==> src/rtl/mult_ctrl_pkg.sv <==
// Shared state encoding, operand-half selects and shift codes for the
// 8x8 shift-add multiplier controller.
package mult_ctrl_pkg;

  // Codes are fixed because they feed the seven-segment debug display.
  typedef enum logic [2:0] {
    S_IDLE  = 3'd0,
    S_STEP0 = 3'd1,
    S_STEP1 = 3'd2,
    S_STEP2 = 3'd3,
    S_STEP3 = 3'd4,
    S_DONE  = 3'd5,
    S_ERR   = 3'd6
  } state_t;

  localparam logic SEL_LO = 1'b0;
  localparam logic SEL_HI = 1'b1;

  localparam logic [1:0] SH_0 = 2'd0;
  localparam logic [1:0] SH_4 = 2'd1;
  localparam logic [1:0] SH_8 = 2'd2;

endpackage

==> src/rtl/mult8x8_ctrl.sv <==
// Sequencing FSM for the 4x4-based shift-add 8x8 multiplier datapath.
// Define MULT_ERR_EN to abort to ERR (with an err output) on start while busy.
module mult8x8_ctrl
  import mult_ctrl_pkg::*;
#(
  parameter bit DONE_PULSE = 1'b1
) (
  input  logic       clk,
  input  logic       aclr,
  input  logic       start,
  output logic       sel_a,
  output logic       sel_b,
  output logic [1:0] shift,
  output logic       acc_en,
  output logic       acc_sclr,
  output logic       busy,
  output logic       done,
  output logic [2:0] state_out
`ifdef MULT_ERR_EN
  ,
  output logic       err
`endif
);

  state_t state;
  state_t state_nxt;

  always_ff @(posedge clk or negedge aclr) begin
    if (!aclr) state <= S_IDLE;
    else       state <= state_nxt;
  end

  always_comb begin
    state_nxt = state;
    case (state)
      S_IDLE:  if (start) state_nxt = S_STEP0;
      S_STEP0: state_nxt = S_STEP1;
      S_STEP1: state_nxt = S_STEP2;
      S_STEP2: state_nxt = S_STEP3;
      S_STEP3: state_nxt = S_DONE;
      S_DONE: begin
        if (start)           state_nxt = S_STEP0;
        else if (DONE_PULSE) state_nxt = S_IDLE;
      end
`ifdef MULT_ERR_EN
      S_ERR:   if (!start) state_nxt = S_IDLE;
`endif
      default: state_nxt = S_IDLE;
    endcase
`ifdef MULT_ERR_EN
    if (busy && start) state_nxt = S_ERR;
`endif
  end

  // Moore decode of the state register; only the start-acceptance clear
  // looks at start directly so the accumulator is zeroed on that same edge.
  always_comb begin
    sel_a    = SEL_LO;
    sel_b    = SEL_LO;
    shift    = SH_0;
    acc_en   = 1'b0;
    acc_sclr = 1'b1;
    busy     = 1'b0;
    done     = 1'b0;
`ifdef MULT_ERR_EN
    err      = 1'b0;
`endif
    case (state)
      S_IDLE: begin
        acc_en   = start;
        acc_sclr = !start;
      end
      S_STEP0: begin
        acc_en = 1'b1;
        busy   = 1'b1;
      end
      S_STEP1: begin
        sel_a  = SEL_HI;
        shift  = SH_4;
        acc_en = 1'b1;
        busy   = 1'b1;
      end
      S_STEP2: begin
        sel_b  = SEL_HI;
        shift  = SH_4;
        acc_en = 1'b1;
        busy   = 1'b1;
      end
      S_STEP3: begin
        sel_a  = SEL_HI;
        sel_b  = SEL_HI;
        shift  = SH_8;
        acc_en = 1'b1;
        busy   = 1'b1;
      end
      S_DONE: begin
        done     = 1'b1;
        acc_en   = start;
        acc_sclr = !start;
      end
`ifdef MULT_ERR_EN
      S_ERR:   err = 1'b1;
`endif
      default: ;
    endcase
  end

  assign state_out = state;

endmodule

==> config.mk <==
export PLATFORM = sky130hd
export DESIGN_NAME = mult8x8_ctrl
export DESIGN_NICKNAME = d
export VERILOG_FILES = /design/src/rtl/mult_ctrl_pkg.sv /design/src/rtl/mult8x8_ctrl.sv
export SDC_FILE = /design/constraint.sdc
export NUM_CORES = 1
export LEC_CHECK = 0
export CORE_AREA = 2 2 39 41
export CTS_CLUSTER_SIZE = 25
export DETAILED_ROUTE_END_ITERATION = 8
export DIE_AREA = 0 0 41 43
export SYNTH_ARGS = -nofsm -noshare
export SYNTH_HDL_FRONTEND = slang
export SYNTH_SLANG_ARGS = --single-unit
==> constraint.sdc <==
create_clock -name clk -period 3.7 [get_ports clk]
set_input_delay 0.555 -clock clk [delete_from_list [all_inputs] [get_ports clk]]
set_output_delay 0.555 -clock clk [all_outputs]
set_load 0.01 [all_outputs]
== After elaboration in Yosys (flattened, before gate mapping) ==
Cells that the tools add are included.
W data, S select, Z words.
Storage, ports and cells
  ROM bits: 0
  RAM bits: 0
  logic and storage cells: 24
  register bits: 3
  input port bits: 3
  memories kept: 0
  latch bits: 0
Cells by class
  reduce and logical (&&, ||, !) cells: 7
  bitwise operators: 0
  eq/ne operators: 6
  $lt $le $gt $ge: 0
  $add $sub $neg: 0
  div/mod/pow operators: 0
  mux-type cells: 10
  shift operators: 0
  $mul: 0
Operators by type and width (number)
  $pmux W3 S6: 1
  $reduce_or A2 Y1: 4
  $eq A3 B2 Y1 const B: 2
  $eq A3 B3 Y1 const B: 2
  $mux W1: 6
  $pmux W2 S2: 1
  $reduce_or A4 Y1: 1
  $eq A3 B1 Y1 const B: 1
  $logic_not A3 Y1: 1
  $mux W3: 1
  $ne A2 B2 Y1 const B: 1
  $pmux W1 S2: 1
  $logic_not A1 Y1: 1

== Logic depth before layout (Yosys ltp) ==
  depth after elaboration: 3
  gate-level depth with buffers: 3
  mapped depth without buffers: 2

== Least setup slack after synthesis ==
Ideal clock, no wire load.
  kind: reg2out
  from: register state[0], in the netlist state_out[0]
  to: output acc_en
  setup slack: 1969 ps
  arrival: 1176 ps
  data required time: 3145 ps
  cell stages (with the launch flop): 4
  buffers on the path: 1
  cell sequence: dfrtp_1 buf_6 or4_1 o211a_1
Between the ends
  word-level cells in the longest chain between the ends: 3
  elaborated cells between the ends (all ways): 9
  classes of those cells: eq/ne: 5; mux: 1; reduce/logical: 3
Ends and longest elaborated chain
  start: declaration: RTL line mult8x8_ctrl.sv:25  | state_t state;
  start signal: assignment: RTL line mult8x8_ctrl.sv:30  | else state <= state_nxt;
  $eq A3 B3 Y1 (tied with other cells): RTL line mult8x8_ctrl.sv:68  | case (state)
  $reduce_or A4 Y1 (no source line) or $reduce_or A2 Y1 (tied branches)
  $pmux W1 S2 *: RTL line mult8x8_ctrl.sv:68
  end: declaration: RTL line mult8x8_ctrl.sv:14  | output logic acc_en,
Mark *: on every way between the ends. The rest lies on a longest branch, timed or not.

== Worst setup path after layout ==
  from: input start
  to: output acc_en
Between the ends
  word-level cells in the longest chain between the ends: 1
Ends and longest elaborated chain
  start: declaration: RTL line mult8x8_ctrl.sv:10  | input logic start,
  $pmux W1 S2: RTL line mult8x8_ctrl.sv:68
No other way between the ends.

==> impl_metrics.env <==
export IMPL_cts_setup_buffers=0
export IMPL_dp_slack_ps=1040
export IMPL_nNetsFinal=45
export IMPL_ios=14
export IMPL_place_area_um2=362
export IMPL_grt_max_degree=15
export IMPL_rsz0062_at_grt="false"
export IMPL_setup_ws_ps=1050
export IMPL_power_density_nw_per_um2=1000
export IMPL_clk_pin_slew_ps=40
export IMPL_start_kind="primary input"
export IMPL_vdd_drop_max_v=0.000255
export IMPL_clock_skew_ps=2.44
export IMPL_fmax_ghz=0.377
export IMPL_cts_tree="built"
export IMPL_core_area_um2=1380
export IMPL_slew_viol_final=0
export IMPL_syn_cell_area_um2=233
export IMPL_initial_core_util=0.168
export IMPL_yosys_mux_area_fraction=0.0860
export IMPL_cts_made_buffers=3
export IMPL_routed_wl_um=507
export IMPL_power_mw=0.388
export IMPL_die_h_um=43
export IMPL_finalSetupViolations=0
export IMPL_tightestPinTransition_ps=451
export IMPL_wire_per_inst_um=8.89
export IMPL_syn_to_final_growth_pct=66.7
export IMPL_fin_crit_ps=2650
export IMPL_ys_types=15
export IMPL_grt_use_total=0.0744
export IMPL_io_buffer_count=13
export IMPL_hold_buffers=0
export IMPL_drc=0
export IMPL_stdcell_count=57
export IMPL_antenna_found_initial=0
export IMPL_timing_hold_ws_ps=505
export IMPL_syn_area_per_cell_um2=8.62
export IMPL_cp_arrival_ps=2100
export IMPL_slew_limit_headroom=0.700
export IMPL_htreeDepth=1
export IMPL_synthAdderAreaFrac=0
export IMPL_drive_above_1_share=0.0732
export IMPL_grt_pass1_wl_um=786
export IMPL_synth_xor_area_frac=0.113
export IMPL_synth_nets=30
export IMPL_cts_sinks=3
export IMPL_vias=230
export IMPL_timing_hold_violations_final=0
export IMPL_dieArea_um2=1760
export IMPL_ant_nets=0
export IMPL_synth_top_family_by_area="simple AND/OR/NAND/NOR gates"
export IMPL_cp_max_fo=5
export IMPL_synthCells=27
export IMPL_hold_class="in2async"
export IMPL_viasPerCell=4.04
export IMPL_finalCritPeriodShare=0.717
export IMPL_dp_cells=53
export IMPL_die_w_um=41
export IMPL_dr_pass1_iters=4
export IMPL_largest_register_ffs=3
export IMPL_status="finished, final reports clean"
export IMPL_yosys_area_share_simple=0.306
export IMPL_hpwl_um=360
export IMPL_gp_congestion=0.677
export IMPL_drtIter0Drc=4
export IMPL_max_cap_violations=0
export IMPL_ys_ff_latch=3
export IMPL_ys_seq_area_frac=0.323
export IMPL_fill_cells=160
export IMPL_num_rows=14
export IMPL_cts_resized_gates=0
export IMPL_p_leak_nw=0.151
export IMPL_design_area_um2=388
export IMPL_critPathCaptureType="output pin"
export IMPL_clock_latency_ps=230
export IMPL_required_ps=3140
export IMPL_path_class="in2out"
export IMPL_synth_compound_area_frac=0.0806
export IMPL_ys_warnings_count=0
export IMPL_setup_tns_ps=0
export IMPL_grt_pass1_vias=182
export IMPL_antennaDiodeCount=0
export IMPL_cts_buffer_depth=2
export IMPL_finish_utilization=0.280
export IMPL_root_buffer="clkbuf_4"
export IMPL_grt_overflow=0
[cells by family (layout without fill, tap and decap cells)]
group | Yosys count | after routing
simple gates | 14 | 14
mux | 2 | 2
xor+xnor | 3 | 3
flops | 3 | 3
buf+inv | 3 | 17
compound gates | 2 | 2
[where the power goes]
group          switching [mW]  internal, mW  total, mW
combinational          0.0825         0.153      0.235
clock                  0.0165        0.0404     0.0568
sequential             0.0477        0.0480     0.0957
[metal layers]
metal,vias up,share of wire,track usage
li1,120,-,-
met1,98,0.42,0.0841
met2,12,0.49,0.0938
met3,0,0.085,0.0471
met4,0,0,0.0600
met5,-,0,0
[worst max-delay path: stages]
cell	delay, ps
clkdlybuf4s50_1	470
or4_1	480
o211a_1	120
clkdlybuf4s50_1	470
[synth_stat cells, drive strengths merged]
cell / instances / area [um^2]
a221oi: 1 / 8.76
or4: 1 / 7.51
nor2b: 1 / 6.26
nand2: 3 / 11.3
nor3: 1 / 5.00
or2b: 1 / 7.51
nor2: 5 / 18.8
nand4b: 1 / 8.76
buf: 3 / 21.3
xnor2: 3 / 26.3
o211a: 1 / 10.0
mux2i: 2 / 20.0
nand2b: 1 / 6.26
dfrtp: 3 / 75.1
[cells in the final DEF, fill, tap and decap left out]
master / netlist / layout
or4_1: 1 / 1
nand2_1: 3 / 3
o211a_1: 1 / 1
nor2b_1: 1 / 1
nand4b_1: 1 / 1
a221oi_1: 1 / 1
mux2i_1: 2 / 2
clkbuf_1: 0 / 1
clkbuf_4: 0 / 3
or2b_1: 1 / 1
nor2_1: 5 / 5
xnor2_1: 3 / 3
dfrtp_1: 3 / 3
nor3_1: 1 / 1
nand2b_1: 1 / 1
clkdlybuf4s50_1: 0 / 13
[layout make-up]
class | count | area (um^2) | share of cell area
multi-input cells | 21 | 136 | 0.352
repair buffers | 13 | 130 | 0.335
flip-flops and latches | 3 | 75.1 | 0.194
clock buffers | 4 | 26.3 | 0.0677
well taps | 16 | 20.0 | 0.0516
[final timing paths]
path	startpoint	to	slack [ps]	cells past startpoint
worst max-delay path	start	acc_en	1050	4
min in group clk	state_out[0]	state_out[0]	650	1
worst min register to register	state_out[0]	state_out[0]	650	1
worst min-delay path	aclr	state_out[2]	500	1
max in group asynchronous	aclr	state_out[0]	3050	1
worst max register to register	state_out[2]	state_out[2]	2620	2
(Power assumes the default switching activity.)
